[src/rtl/riscv_core_pkg.sv]
// Shared core definitions for the M-extension divider: operation and FSM
// encodings, widths and small helpers used by both RTL and bench.
package riscv_core_pkg;

   localparam int XLEN      = 32;
   localparam int DIV_CNT_W = $clog2(XLEN);

   // Most negative signed value; dividend half of the signed-overflow case.
   localparam logic [XLEN-1:0] DIV_INT_MIN = {1'b1, {(XLEN-1){1'b0}}};

   // Encoding follows funct3[1:0] of the M-extension divide instructions.
   typedef enum logic [1:0] {
      DIV  = 2'b00,
      DIVU = 2'b01,
      REM  = 2'b10,
      REMU = 2'b11
   } div_op_e;

   typedef enum logic [1:0] {
      IDLE  = 2'b00,
      CALC  = 2'b01,
      FIXUP = 2'b10,
      DONE  = 2'b11
   } div_state_e;

   function automatic logic op_is_signed(input div_op_e op);
      return (op == DIV) || (op == REM);
   endfunction

   function automatic logic op_is_rem(input div_op_e op);
      return (op == REM) || (op == REMU);
   endfunction

   // Two's complement negation when neg is set, pass-through otherwise.
   function automatic logic [XLEN-1:0] negate_if(input logic neg,
                                                 input logic [XLEN-1:0] v);
      return neg ? -v : v;
   endfunction

endpackage

[src/rtl/riscv_core_divider_if.sv]
// Request/result bundle between the EX stage and the divider.
// Handshake: a request transfers on a rising edge where i_div_valid and
// o_div_ready are both high and i_div_flush is low; a result transfers on a
// rising edge where o_div_result_valid and i_div_result_ready are both high.
// A valid is never withdrawn by the divider until its transfer (or a flush).
interface riscv_core_divider_if;

   logic                             i_div_valid;
   logic                             o_div_ready;
   logic [1:0]                       i_div_op;
   logic [riscv_core_pkg::XLEN-1:0]  i_div_srcA;
   logic [riscv_core_pkg::XLEN-1:0]  i_div_srcB;
   logic                             i_div_flush;
   logic                             o_div_result_valid;
   logic                             i_div_result_ready;
   logic [riscv_core_pkg::XLEN-1:0]  o_div_result;

   // Divider side.
   modport slave (
      input  i_div_valid, i_div_op, i_div_srcA, i_div_srcB, i_div_flush,
             i_div_result_ready,
      output o_div_ready, o_div_result_valid, o_div_result
   );

   // Pipeline / requester side.
   modport master (
      output i_div_valid, i_div_op, i_div_srcA, i_div_srcB, i_div_flush,
             i_div_result_ready,
      input  o_div_ready, o_div_result_valid, o_div_result
   );

endinterface

[src/rtl/riscv_core_div_step.sv]
// One restoring shift-subtract iteration. Purely combinational so that two
// copies can later be chained for a radix-4 (2 bits per cycle) variant.
module riscv_core_div_step
   import riscv_core_pkg::*;
(
   input  logic [XLEN-1:0] i_rem,
   input  logic [XLEN-1:0] i_quo,
   input  logic [XLEN-1:0] i_divisor,
   output logic [XLEN-1:0] o_rem,
   output logic [XLEN-1:0] o_quo
);

   // Shifted remainder keeps the bit falling out of R: for DIVU the divisor
   // can approach 2^XLEN, so 2R+1 may need XLEN+1 bits.
   logic [XLEN:0] rem_sh;
   logic [XLEN:0] trial;

   // Trial subtraction decides the next quotient bit and remainder.
   always_comb begin
      rem_sh = {i_rem, i_quo[XLEN-1]};
      trial  = rem_sh - {1'b0, i_divisor};
      o_rem  = trial[XLEN] ? rem_sh[XLEN-1:0] : trial[XLEN-1:0];
      o_quo  = {i_quo[XLEN-2:0], ~trial[XLEN]};
   end

endmodule

[src/rtl/riscv_core_divider.sv]
// Iterative radix-2 divider for DIV/DIVU/REM/REMU. Corner cases (divide by
// zero, signed overflow) finish in one cycle; everything else runs XLEN
// restoring iterations on magnitudes, then a sign fixup cycle.
module riscv_core_divider
   import riscv_core_pkg::*;
(
   input  logic                        i_clk,
   input  logic                        i_rst,
   riscv_core_divider_if.slave         div_if,
   output div_state_e                  o_dbg_state
);

   localparam logic [DIV_CNT_W-1:0] CNT_LAST = DIV_CNT_W'(XLEN - 1);
   localparam logic [DIV_CNT_W-1:0] CNT_ONE  = DIV_CNT_W'(1);

   div_state_e             state_q, state_d;
   div_op_e                op_q, op_d;
   logic                   quo_neg_q, quo_neg_d;
   logic                   rem_neg_q, rem_neg_d;
   logic [XLEN-1:0]        rem_q, rem_d;
   logic [XLEN-1:0]        quo_q, quo_d;
   logic [XLEN-1:0]        dvsr_q, dvsr_d;
   logic [XLEN-1:0]        result_q, result_d;
   logic [DIV_CNT_W-1:0]   cnt_q, cnt_d;

   // Request decode, only meaningful in the accept cycle.
   div_op_e                in_op;
   logic                   in_signed;
   logic                   sign_a, sign_b;
   logic [XLEN-1:0]        abs_a, abs_b;
   logic                   div_zero, sgn_ovf, accept;

   logic [XLEN-1:0]        step_rem, step_quo;
   logic [XLEN-1:0]        fin_quo, fin_rem;

   assign in_op     = div_op_e'(div_if.i_div_op);
   assign in_signed = op_is_signed(in_op);
   assign sign_a    = in_signed & div_if.i_div_srcA[XLEN-1];
   assign sign_b    = in_signed & div_if.i_div_srcB[XLEN-1];
   assign abs_a     = negate_if(sign_a, div_if.i_div_srcA);
   assign abs_b     = negate_if(sign_b, div_if.i_div_srcB);
   assign div_zero  = (div_if.i_div_srcB == '0);
   assign sgn_ovf   = in_signed && (div_if.i_div_srcA == DIV_INT_MIN)
                      && (div_if.i_div_srcB == '1);
   assign accept    = div_if.i_div_valid && (state_q == IDLE)
                      && !div_if.i_div_flush;

   // Sign flags are only ever set for signed ops, so unsigned ops pass through.
   assign fin_quo   = negate_if(quo_neg_q, quo_q);
   assign fin_rem   = negate_if(rem_neg_q, rem_q);

   riscv_core_div_step u_step (
      .i_rem     (rem_q),
      .i_quo     (quo_q),
      .i_divisor (dvsr_q),
      .o_rem     (step_rem),
      .o_quo     (step_quo)
   );

   // Next-state and datapath selection; flush has the final word.
   always_comb begin
      state_d   = state_q;
      op_d      = op_q;
      quo_neg_d = quo_neg_q;
      rem_neg_d = rem_neg_q;
      rem_d     = rem_q;
      quo_d     = quo_q;
      dvsr_d    = dvsr_q;
      result_d  = result_q;
      cnt_d     = cnt_q;

      unique case (state_q)
         IDLE: begin
            if (accept) begin
               op_d      = in_op;
               quo_neg_d = sign_a ^ sign_b;
               rem_neg_d = sign_a;
               if (div_zero) begin
                  result_d = op_is_rem(in_op) ? div_if.i_div_srcA : '1;
                  state_d  = DONE;
               end else if (sgn_ovf) begin
                  result_d = op_is_rem(in_op) ? '0 : DIV_INT_MIN;
                  state_d  = DONE;
               end else begin
                  rem_d   = '0;
                  quo_d   = abs_a;
                  dvsr_d  = abs_b;
                  cnt_d   = CNT_LAST;
                  state_d = CALC;
               end
            end
         end
         CALC: begin
            rem_d = step_rem;
            quo_d = step_quo;
            cnt_d = cnt_q - CNT_ONE;
            if (cnt_q == '0) begin
               state_d = FIXUP;
            end
         end
         FIXUP: begin
            result_d = op_is_rem(op_q) ? fin_rem : fin_quo;
            state_d  = DONE;
         end
         DONE: begin
            if (div_if.i_div_result_ready) begin
               state_d = IDLE;
            end
         end
         default: state_d = IDLE;
      endcase

      if (div_if.i_div_flush) begin
         state_d = IDLE;
      end
   end

   // State and datapath registers, cleared asynchronously.
   always_ff @(posedge i_clk or posedge i_rst) begin
      if (i_rst) begin
         state_q   <= IDLE;
         op_q      <= DIV;
         quo_neg_q <= 1'b0;
         rem_neg_q <= 1'b0;
         rem_q     <= '0;
         quo_q     <= '0;
         dvsr_q    <= '0;
         result_q  <= '0;
         cnt_q     <= '0;
      end else begin
         state_q   <= state_d;
         op_q      <= op_d;
         quo_neg_q <= quo_neg_d;
         rem_neg_q <= rem_neg_d;
         rem_q     <= rem_d;
         quo_q     <= quo_d;
         dvsr_q    <= dvsr_d;
         result_q  <= result_d;
         cnt_q     <= cnt_d;
      end
   end

   assign div_if.o_div_ready        = (state_q == IDLE);
   assign div_if.o_div_result_valid = (state_q == DONE);
   assign div_if.o_div_result       = result_q;
   assign o_dbg_state               = state_q;

endmodule
[src/flat_wrapper.sv]
// flat-port wrapper written by rule: the top's interface ports become plain ports
module riscv_core_divider_flat import riscv_core_pkg::*;
  (i_clk, i_rst, o_dbg_state, div_if_i_div_valid, div_if_i_div_op, div_if_i_div_srcA, div_if_i_div_srcB, div_if_i_div_flush, div_if_i_div_result_ready, div_if_o_div_ready, div_if_o_div_result_valid, div_if_o_div_result);
  riscv_core_divider_if div_if_i ();
  input  logic i_clk;
  input  logic i_rst;
  output div_state_e o_dbg_state;
  input wire logic [$bits(div_if_i.i_div_valid)-1:0] div_if_i_div_valid;
  input wire logic [$bits(div_if_i.i_div_op)-1:0] div_if_i_div_op;
  input wire logic [$bits(div_if_i.i_div_srcA)-1:0] div_if_i_div_srcA;
  input wire logic [$bits(div_if_i.i_div_srcB)-1:0] div_if_i_div_srcB;
  input wire logic [$bits(div_if_i.i_div_flush)-1:0] div_if_i_div_flush;
  input wire logic [$bits(div_if_i.i_div_result_ready)-1:0] div_if_i_div_result_ready;
  output wire logic [$bits(div_if_i.o_div_ready)-1:0] div_if_o_div_ready;
  output wire logic [$bits(div_if_i.o_div_result_valid)-1:0] div_if_o_div_result_valid;
  output wire logic [$bits(div_if_i.o_div_result)-1:0] div_if_o_div_result;
  assign div_if_i.i_div_valid = div_if_i_div_valid;
  assign div_if_i.i_div_op = div_if_i_div_op;
  assign div_if_i.i_div_srcA = div_if_i_div_srcA;
  assign div_if_i.i_div_srcB = div_if_i_div_srcB;
  assign div_if_i.i_div_flush = div_if_i_div_flush;
  assign div_if_i.i_div_result_ready = div_if_i_div_result_ready;
  assign div_if_o_div_ready = div_if_i.o_div_ready;
  assign div_if_o_div_result_valid = div_if_i.o_div_result_valid;
  assign div_if_o_div_result = div_if_i.o_div_result;
  riscv_core_divider u_core (.i_clk(i_clk), .i_rst(i_rst), .div_if(div_if_i), .o_dbg_state(o_dbg_state));
endmodule
[config.mk]
export PLATFORM = sky130hd
export DESIGN_NAME = riscv_core_divider_flat
export DESIGN_NICKNAME = d
export VERILOG_FILES = /design/src/rtl/riscv_core_pkg.sv /design/src/rtl/riscv_core_divider_if.sv /design/src/rtl/riscv_core_div_step.sv /design/src/rtl/riscv_core_divider.sv /design/src/flat_wrapper.sv
export SDC_FILE = /design/constraint.sdc
export NUM_CORES = 1
export LEC_CHECK = 0
export BUFFER_PORTS_ARGS = -buffer_cell sky130_fd_sc_hd__clkbuf_2
export CELL_PAD_IN_SITES_DETAIL_PLACEMENT = 0
export CELL_PAD_IN_SITES_GLOBAL_PLACEMENT = 1
export CORE_ASPECT_RATIO = 1.2
export CORE_UTILIZATION = 30
export DETAILED_ROUTE_END_ITERATION = 7
export GPL_TIMING_DRIVEN = 0
export HOLD_SLACK_MARGIN = 0.1
export PLACE_DENSITY = 0.53
export RECOVER_POWER = 25
export SLEW_MARGIN = 20
export SYNTH_ARGS = -nofsm -noshare
export SYNTH_HDL_FRONTEND = slang
export SYNTH_HIERARCHICAL = 1
export SYNTH_SLANG_ARGS = --single-unit
[constraint.sdc]
create_clock -name i_clk -period 4.4 [get_ports i_clk]
set_input_delay 0.44 -clock i_clk [delete_from_list [all_inputs] [get_ports i_clk]]
set_output_delay 0.44 -clock i_clk [all_outputs]
set_load 0.005 [all_outputs]
==> results.toml, run 1 <==
[power_and_ir_drop]
pwr-share-seq_pct = 21.4
clkPwrFrac_pct = 12.2
ir_drop_v = 0.000384
cellPowerDensity_mw_per_mm2 = 902
p_leak_nw = 5.81
swShare_pct = 49.7
p_int_mw = 6.25
comb_power_share_pct = 66.4
p_sw_mw = 6.17

[grt]
grt_overflow = 0
grt_pass1_vias = 11200
grt_max_degree = 87
grt_use_total_pct = 21.9
antenna_found_initial = 0
grt_pass1_wl_mm = 67.2

[cells_and_area]
layout_common_cells = "nand2_1, o21ai_0, dfrtp_1, clkbuf_2, nor2_1"
final_common_cell = "nand2_1"
seq_area_mm2 = 0.00345
fillers = 4192
layout-drive-gt1-share_pct = 16.1
multiInputGateArea_mm2 = 0.00766
final_util_pct = 35.3
area_growth_pct = 14.9
stdcell_area_mm2 = 0.0138
num-nets-final = 1695

[route]
remaining_drc_errors = 0
drtPass1Iterations = 6
detail_route.wl_per_cell_um = 20.8
drt-total-wl_mm = 44.0
viasPerCell = 5.29
vias = 11200
postRouteAntennaNets = 0
dr.first_iter.drc_count = 689

[worst_setup_path]
critPathSlowestCell = "dfrtp_1"
critical_path_class = "register to register"
slowest_delay_ps = 510
worstSetupEndpointType = "register"
cp_max_fo = 10
cp.required_ps = 4780
worst_ep_arrival_time_ps = 4340
cp_cell_sequence = "inv_1 > ha_1 > fa_1 > and2b_1 > o2111ai_1 > a21oi_2 > o2111ai_1 > a211oi_2 > nor2_2 > mux2i_1 > clkbuf_1 > nand3_1 > o31ai_1 > nand2_1 > o21ai_0"
start_kind = "register"
path_common_cell = "o2111ai_1"

[sta]
slew_headroom_pct = -62.1
whs_ps = 223
finalHoldViolations = 0
tightest_slew_ps = 2420
report.final.slew_viol_count = 54
final.period_utilization_pct = 90.1
fmax_mhz = 252
final.setup_skew_ps = 14.4
setup_viol = 0
post-route-min-period_ps = 3970
rsz0062_at_grt = "false"
tns_ps = 0

[clock_network]
htreeDepth = 4
numCtsBuffers = 17
ctsResizeCount = 0
root_buffer = "clkbuf_16"
tritoncts = "yes"
cts_buffer_depth = 2
clkLatencyLatePin_ps = 460
path_clk_slew_ps = 60
numClockSinks = 138

[logic_synthesis]
synth_seq_cells = 138
synth_nets = 1574
synth_cell_types = 81
synth_top_area_share_pct = 28.8
syn_avg_cell_area_um2 = 8.22
syn_area_mm2 = 0.0120
synthFlopType = "dfrtp_1"
synth_largest_area_cell = "dfrtp_1"
synthArstFlopShare_pct = 100
synth-warning-count = 6
ys_top_cells_by_area = "dfrtp_1, o21ai_0, xnor2_1"
synth-edff-count = 0
synth_seq_area_share_pct = 28.8
syn_inst = 1458

[floorplan]
core_area_mm2 = 0.0390
start_util_pct = 30.7
row_count = 79
io_pins = 107
dieArea_mm2 = 0.0407
die_x_um = 184
die_h_um = 221

[outcome]
violations = "capacitance limit, slew limit"
outcome = "complete, but fails checks"

[placed_design]
dpl.hpwl_mm = 35.2
gp_congestion = 0.860
post_dp_cell_area_mm2 = 0.0132
port_buffers = 99

[job]
cap_violations = 1

[min_path]
hold_path_class = "input pin to register"
[repair_timing]
item | 4_1_cts | 5_1_grt
hold endpoints to repair | 52 | 0
hold buffers | 1 | 0
setup buffers | 0 | 0
[path summary, 6_finish.rpt]
check                      slack (ps)  cells after the start                    startpoint                           endpoint
hold reg to reg                   480                      2  u_core/dvsr_q[7]$_DFFE_PP0P_       u_core/dvsr_q[7]$_DFFE_PP0P_
max in group asynchronous         970                      4                         i_rst       u_core/quo_q[20]$_DFFE_PP0P_
setup reg to reg                  430                     15  u_core/quo_q[31]$_DFFE_PP0P_       u_core/rem_q[31]$_DFFE_PP0P_
hold / removal                    220                      2            div_if_i_div_flush  u_core/o_dbg_state[1]$_DFFE_PP0P_
setup / recovery                  430                     15  u_core/quo_q[31]$_DFFE_PP0P_       u_core/rem_q[31]$_DFFE_PP0P_
min in group asynchronous        1180                      3                         i_rst       u_core/dvsr_q[1]$_DFFE_PP0P_
[cell type report]
class / instances / area share [%]
Inverter: 59 / 1.62
Sequential cell: 138 / 25.1
Buffer: 122 / 4.74
Clock inverter: 14 / 1.26
Timing Repair Buffer: 102 / 3.74
Antenna cell: 1 / 0.0182
Clock buffer: 18 / 3.12
Tap cell: 526 / 4.78
Multi-Input combinational cell: 1139 / 55.6
[flip-flops by register name (all words and copies together), names as in the netlist]
| name | flops |
|---|---|
| u_core/div_if.o_div_result | 32 |
| u_core/rem_q | 32 |
| u_core/op_q | 1 |
| u_core/quo_q | 32 |
| u_core/rem_neg_q | 1 |
| u_core/o_dbg_state | 2 |
| u_core/cnt_q | 5 |
| u_core/quo_neg_q | 1 |
| u_core/dvsr_q | 32 |
[cells by family after synthesis]
logic type               after synthesis  share of synthesized area [%]
AND/OR/NAND/NOR                      492                           20.6
AO/OA/AOI/OAI                        391                           20.7
buffers and inverters                181                           7.29
XOR/XNOR                             142                           10.4
flip-flops                           138                           28.8
multiplexers                          69                           7.46
adder cells (fa/ha/maj)               45                           4.76
[stage by stage]
stage | worst slack (ps) | power, mW | instances
2_1_floorplan | 264 | 8.55 | 1458
5_1_grt | 189 | 13.4 | 2118
3_3_place_gp | -1930 | 10.9 | 2083
4_1_cts | 351 | 12.5 | 2118
6_report | 435 | 12.4 | 2119
3_5_place_dp | 387 | 10.9 | 2085
[Yosys cell counts (all sizes together) (9+ instances only)]
| cell | instances |
|---|---|
| o21ai | 151 |
| nand2 | 145 |
| dfrtp | 138 |
| nor2 | 82 |
| a21oi | 81 |
| nand3 | 76 |
| xnor2 | 71 |
| xor2 | 71 |
| clkbuf | 69 |
| inv | 58 |
| mux2 | 54 |
| buf | 53 |
| ha | 44 |
| nor3 | 37 |
| nand4 | 29 |
| nor4 | 28 |
| o31ai | 24 |
| a22o | 19 |
| a21o | 18 |
| a31oi | 17 |
| o41ai | 16 |
| mux2i | 15 |
| nand2b | 14 |
| or3 | 14 |
| or4 | 14 |
| a221oi | 11 |
| a32o | 11 |
| and3 | 9 |
[routing by layer]
metal | up-vias | wire length, um | GRT usage [%]
li1 | 5507 | - | -
met1 | 5378 | 18500 | 26.5
met2 | 262 | 22500 | 38.7
met3 | 55 | 1640 | 2.78
met4 | 0 | 1390 | 9.27
met5 | - | 0 | 0
[power groups by stage]
stage,combinational [mW],sequential [mW],clock (mW)
finish,8.24,2.66,1.52
global route,9.02,2.78,1.61
CTS,8.27,2.67,1.56
detailed placement,8.23,2.69,0
global placement,8.22,2.69,0
floorplan,6.16,2.39,0
[critical path, delay by kind of cell (launching register included)]
family,cells,cell delay (ps)
multiplexers,1,260
buffers and inverters,2,590
AND/OR/NAND/NOR,4,580
adder cells (fa/ha/maj),2,630
flip-flops,1,510
AO/OA/AOI/OAI,6,1310
Note: power is estimated with default switching activity, not from simulation.
==> run 2: changes to the inputs <==
- CELL_PAD_IN_SITES_DETAIL_PLACEMENT: 0 -> not set
- CELL_PAD_IN_SITES_GLOBAL_PLACEMENT: 1 -> not set
- PLACE_DENSITY: 0.53 -> 0.42
==> results.toml, run 2 (synthesis results as in run 1) <==
[outcome]
outcome = "complete, but fails checks"
violations = "capacitance limit, slew limit"

[worst_setup_path]
reg2reg_depth = 15
worstSetupEndpointType = "register"
r2r_setup_slack_ps = 450
critical_path_class = "register to register"
worst_ep_arrival_time_ps = 4330
cp.required_ps = 4770
worstReg2RegEnd = "u_core/rem_q[31]$_DFFE_PP0P_"
setup.worst_path.start = "u_core/quo_q[31]$_DFFE_PP0P_"
start_kind = "register"
reg2reg_from = "u_core/quo_q[31]$_DFFE_PP0P_"
cp_max_fo = 10

[placed_design]
post_dp_cell_area_mm2 = 0.0132
dpl.hpwl_mm = 34.2
dp_worst_setup_slack_ps = 194
gp_congestion = 0.856
port_buffers = 99
dp.cells = 2084

[clock_network]
post_cts_buffers = 0
ctsResizeCount = 0
numCtsBuffers = 17
htreeDepth = 4
root_buffer = "clkbuf_16"
tritoncts = "yes"
cts_buffer_depth = 2
path_clk_slew_ps = 60
clkLatencyLatePin_ps = 460
numClockSinks = 138

[grt]
grt_use_total_pct = 21.6
grt_max_degree = 94
grt_pass1_wl_mm = 66.5
grt_overflow = 0
grt_pass1_vias = 11300
antenna_found_initial = 0

[route]
vias = 11300
dr.first_iter.drc_count = 749
postRouteAntennaNets = 0
detail_route.wl_per_cell_um = 20.4
remaining_drc_errors = 0
drt-total-wl_mm = 43.2
drtPass1Iterations = 5
viasPerCell = 5.34

[power_and_ir_drop]
cellPowerDensity_mw_per_mm2 = 898
finalPower_mw = 12.4
p_leak_nw = 5.83
ir_drop_v = 0.000328

[sta]
fin_ws_ps = 445
setup_viol = 0
slew_headroom_pct = -40.2
fmax_mhz = 253
report.final.slew_viol_count = 47
post-route-min-period_ps = 3950
rsz0062_at_grt = "false"
finalHoldViolations = 0
final.setup_skew_ps = 12.4
tightest_slew_ps = 2090
whs_ps = 230
final.period_utilization_pct = 89.9

[cells_and_area]
n_antenna_cell = 0
num-nets-final = 1694
area_growth_pct = 14.8
layout-drive-gt1-share_pct = 16.3
stdcell_area_mm2 = 0.0138
layout_common_cells = "nand2_1, o21ai_0, dfrtp_1, clkbuf_2, nor2_1"
final_common_cell = "nand2_1"
fillers = 4195
final-instance-count-excl-fill = 2117

[min_path]
min_from = "div_if_i_div_flush"
hold_path_class = "input pin to register"
whs_path_depth = 2
min_to = "u_core/o_dbg_state[1]$_DFFE_PP0P_"

[floorplan]
dieArea_mm2 = 0.0407
die_x_um = 184
row_count = 79
die_h_um = 221
start_util_pct = 30.7
core_area_mm2 = 0.0390
io_pins = 107

[job]
cap_violations = 1
## run 2: cell types whose count changed in the layout (fill, tap and decap cells not counted), moves of 2 or more
cell        change
clkbuf_2        +4
clkbuf_1        -4
clkinvlp_4      -2
clkbuf_8        +4
## run 2: worst max path at each step
stage / to / slack (ps) / cells after the start
final: u_core/rem_q[31]$_DFFE_PP0P_ / 450 / 15
after global routing: u_core/rem_q[31]$_DFFE_PP0P_ / 170 / 15
after CTS: u_core/rem_q[31]$_DFFE_PP0P_ / 440 / 15
after detailed placement: u_core/quo_q[22]$_DFFE_PP0P_ / 190 / 11
after global placement: u_core/quo_q[23]$_DFFE_PP0P_ / -1960 / 2
after floorplan: u_core/cnt_q[0]$_DFFE_PP0P_ / 260 / 1
## run 2: cell type report
| class | count | area (um2) | area share, % |
|---|---|---|---|
| multi-input combinational | 1139 | 7660 | 55.7 |
| sequential | 138 | 3450 | 25.1 |
| tap | 526 | 658 | 4.78 |
| buffer | 122 | 652 | 4.74 |
| timing repair buffer | 101 | 508 | 3.69 |
| clock buffer | 22 | 484 | 3.52 |
| inverter | 59 | 223 | 1.62 |
| clock inverter | 10 | 116 | 0.846 |
## run 2: repair_timing
action | CTS | global route
hold buffers | 1 | 0
setup endpoints to repair | 0 | 0
endpoints found under the hold margin | 45 | 0
## run 2: power by group
part	leakage (nW)	switching (mW)	internal, mW
Sequential	1.76	0.820	1.85
Clock	0.280	0.598	0.892
Combinational	3.79	4.68	3.51
## run 2: per-stage QoR
step / utilization (%) / TNS, ps
after floorplan: - / 0
after global placement: 33.6 / -296740
after detailed placement: 33.7 / 0
after CTS: 35.3 / 0
after global routing: 35.2 / 0
final: 35.2 / 0
## run 2: worst max-delay path, cell delays in order (launching register included)
cell and delay [ps]:
dfrtp_1 510, inv_1 80, ha_1 230, fa_1 390
and2b_1 230, o2111ai_1 150, a21oi_2 240, o2111ai_1 300
a211oi_2 320, nor2_2 110, mux2i_1 270, clkbuf_1 520
nand3_1 150, o31ai_1 140, nand2_1 90, o21ai_0 150
## run 2: routing by layer
layer  share of wire, %  GRT usage, %  routed length (um)
met1                 43          26.4               18500
met5                  0             0                   0
met4                3.0          8.79                1310
met2                 50          37.9               21700
met3                3.8          2.63                1660
==> run 3: changes to the inputs <==
- CELL_PAD_IN_SITES_DETAIL_PLACEMENT: not set -> 0
- CELL_PAD_IN_SITES_GLOBAL_PLACEMENT: not set -> 1
- PLACE_DENSITY: 0.42 -> not set
- PLACE_DENSITY_LB_ADDON: not set -> 0.1
- SYNTH_HIERARCHICAL: 1 -> not set
==> results.toml, run 3 <==
[outcome]
outcome = "complete, but fails checks"
violations = "capacitance limit, slew limit"

[route]
detail_route.wl_per_cell_um = 19.6
drtPass1Iterations = 7
postRouteAntennaNets = 0
vias = 10200
remaining_drc_errors = 0
dr.first_iter.drc_count = 564
viasPerCell = 5.21
drt-total-wl_mm = 38.3

[logic_synthesis]
syn_inst = 1344
yosys.area_share.simple_pct = 18.3
synthFlopType = "dfrtp_1"
synth_compound_area_share_pct = 24.6
yosysMostFrequentCell = "nand2_1"
synth-edff-count = 0
synth_nets = 1459
synthArstFlopShare_pct = 100
ys_top_cells_by_area = "dfrtp_1, xnor2_1, o21ai_0"
syn_avg_cell_area_um2 = 8.11
syn_area_mm2 = 0.0109
synth_top_family_by_area = "compound AO/OA/AOI/OAI gates"
synth-warning-count = 0
synth_cell_types = 66
yosys.area_share.adder_pct = 5.12
synth_seq_cells = 138
synth_seq_area_share_pct = 31.7
synth-xor-area-share_pct = 11.9
muxShareOfSynthArea_pct = 2.86
synth_largest_area_cell = "dfrtp_1"
netlist_top_cells_count = "nand2_1, o21ai_0, dfrtp_1"
synth_top_area_share_pct = 31.7

[floorplan]
row_count = 76
die_x_um = 176
start_util_pct = 30.4
dieArea_mm2 = 0.0371
core_area_mm2 = 0.0358
die_h_um = 211
io_pins = 107

[cells_and_area]
layout_common_cells = "nand2_1, o21ai_0, dfrtp_1, clkbuf_2, a21oi_1"
num-nets-final = 1586
fillers = 3845
layout-drive-gt1-share_pct = 11.2
area_growth_pct = 16.1
n_antenna_cell = 0
final_common_cell = "nand2_1"

[worst_setup_path]
critical_path_class = "register to register"
cp_max_fo = 10
worstSetupEndpointType = "register"
start_kind = "register"
cp.required_ps = 4760
worst_ep_arrival_time_ps = 4450

[grt]
grt_overflow = 0
grt_pass1_vias = 10000
grt_use_total_pct = 21.1
antenna_found_initial = 0
grt_max_degree = 78
grt_pass1_wl_mm = 59.2

[job]
cap_violations = 1

[sta]
finalHoldViolations = 0
fmax_mhz = 244
whs_ps = 214
rsz0062_at_grt = "false"
tightest_slew_ps = 2560
report.final.slew_viol_count = 62
fin_ws_ps = 306
post-route-min-period_ps = 4090
final.period_utilization_pct = 93.0
slew_headroom_pct = -70.9
setup_viol = 0
final.setup_skew_ps = 15.4

[power_and_ir_drop]
cellPowerDensity_mw_per_mm2 = 456
p_leak_nw = 5.48
ir_drop_v = 0.000309

[clock_network]
clkLatencyLatePin_ps = 450
numCtsBuffers = 17
htreeDepth = 4
path_clk_slew_ps = 60
numClockSinks = 138
root_buffer = "clkbuf_16"
cts_buffer_depth = 2
tritoncts = "yes"
post_cts_buffers = 0

[placed_design]
dp_worst_setup_slack_ps = -504
port_buffers = 106
gp_congestion = 0.887
dpl.hpwl_mm = 30.8

[min_path]
hold_path_class = "input pin to register"
## run 3: cell count changes after synthesis, moves of 15 or more
cell / delta
xnor2_1: +15
mux2i_1: +15
buf_4: -27
nand3_1: -60
nand4_1: -16
a22oi_1: +25
a22o_1: -17
nor3_1: -18
inv_1: +18
nor4_1: -16
nand2b_1: +18
mux2_2: -15
mux2_4: -36
## run 3: area by class of cell
class / count / area (um2) / area share [%]
tap: 468 / 586 / 4.63
clock inverter: 8 / 118 / 0.930
multi-input combinational: 1058 / 6840 / 54.1
clock buffer: 23 / 478 / 3.78
timing repair buffer: 108 / 563 / 4.45
sequential: 138 / 3450 / 27.3
buffer: 73 / 322 / 2.54
inverter: 75 / 282 / 2.23
## run 3: stage by stage
stage / std cells / instance area, um2 / total power, mW / setup TNS (ps) / utilization (%)
5_1_grt: 1951 / 12600 / 6.20 / 0 / 35.3
3_5_place_dp: 1919 / 12000 / 4.29 / -4820 / 33.6
3_3_place_gp: 1918 / 12000 / 4.28 / -245530 / 33.5
6_report: 1951 / 12600 / 5.77 / 0 / 35.3
2_1_floorplan: 1344 / 10900 / 3.51 / 0 / -
4_1_cts: 1951 / 12700 / 5.82 / 0 / 35.3
## run 3: final timing paths
| kind | start | endpoint | slack, ps | depth (start not counted) |
|---|---|---|---|---|
| hold reg to reg | u_core.div_if.o_div_result[12]$_DFFE_PP0P_ | u_core.div_if.o_div_result[12]$_DFFE_PP0P_ | 470 | 2 |
| min in group asynchronous | i_rst | u_core.quo_q[24]$_DFFE_PP0P_ | 1430 | 3 |
| setup reg to reg | u_core.quo_q[31]$_DFFE_PP0P_ | u_core.rem_q[31]$_DFFE_PP0P_ | 310 | 14 |
| max in group asynchronous | i_rst | u_core.cnt_q[1]$_DFFE_PP0P_ | 1510 | 3 |
| setup / recovery | u_core.quo_q[31]$_DFFE_PP0P_ | u_core.rem_q[31]$_DFFE_PP0P_ | 310 | 14 |
| hold / removal | div_if_i_div_flush | u_core.o_dbg_state[1]$_DFFE_PP0P_ | 210 | 2 |
## run 3: cells by family (layout without fill, tap and decap cells)
logic type / count (synthesis) / after routing
compound gates: 422 / 422
xor+xnor: 148 / 148
fa+ha+maj: 44 / 44
buf+inv: 148 / 287
flops: 138 / 138
mux: 31 / 31
simple gates: 413 / 413
## run 3: timing repair
| action | 4_1_cts | 5_1_grt |
|---|---|---|
| pin swaps | 0 | 0 |
| resized for setup | 2 | 1 |
| endpoints found under the hold margin | 61 | 0 |
| setup endpoints to repair | 10 | 2 |
| hold buffers | 1 | 0 |
## run 3: where the power goes
group          total, mW  internal, mW  switching (mW)  leakage, nW
logic               2.42         0.927            1.50         3.44
registers           1.85          1.56           0.293         1.75
clock network       1.50         0.929           0.571        0.293
## run 3: per-layer routing
| layer | routed length, um | GRT usage [%] |
|---|---|---|
| met5 | 0 | 0 |
| met4 | 843 | 7.11 |
| met3 | 1070 | 2.00 |
| met2 | 19400 | 38.1 |
| met1 | 16900 | 26.1 |
## run 3: critical path, cell delays in order, from the launching register on
cell	delay (ps)
dfrtp_1	420
inv_1	130
ha_1	240
fa_1	420
nand2b_1	190
a21oi_1	180
o21ai_0	200
o21ai_2	300
o21a_1	330
o41ai_1	140
nor2_1	240
buf_2	360
buf_2	370
nand2_1	260
o21ai_0	210
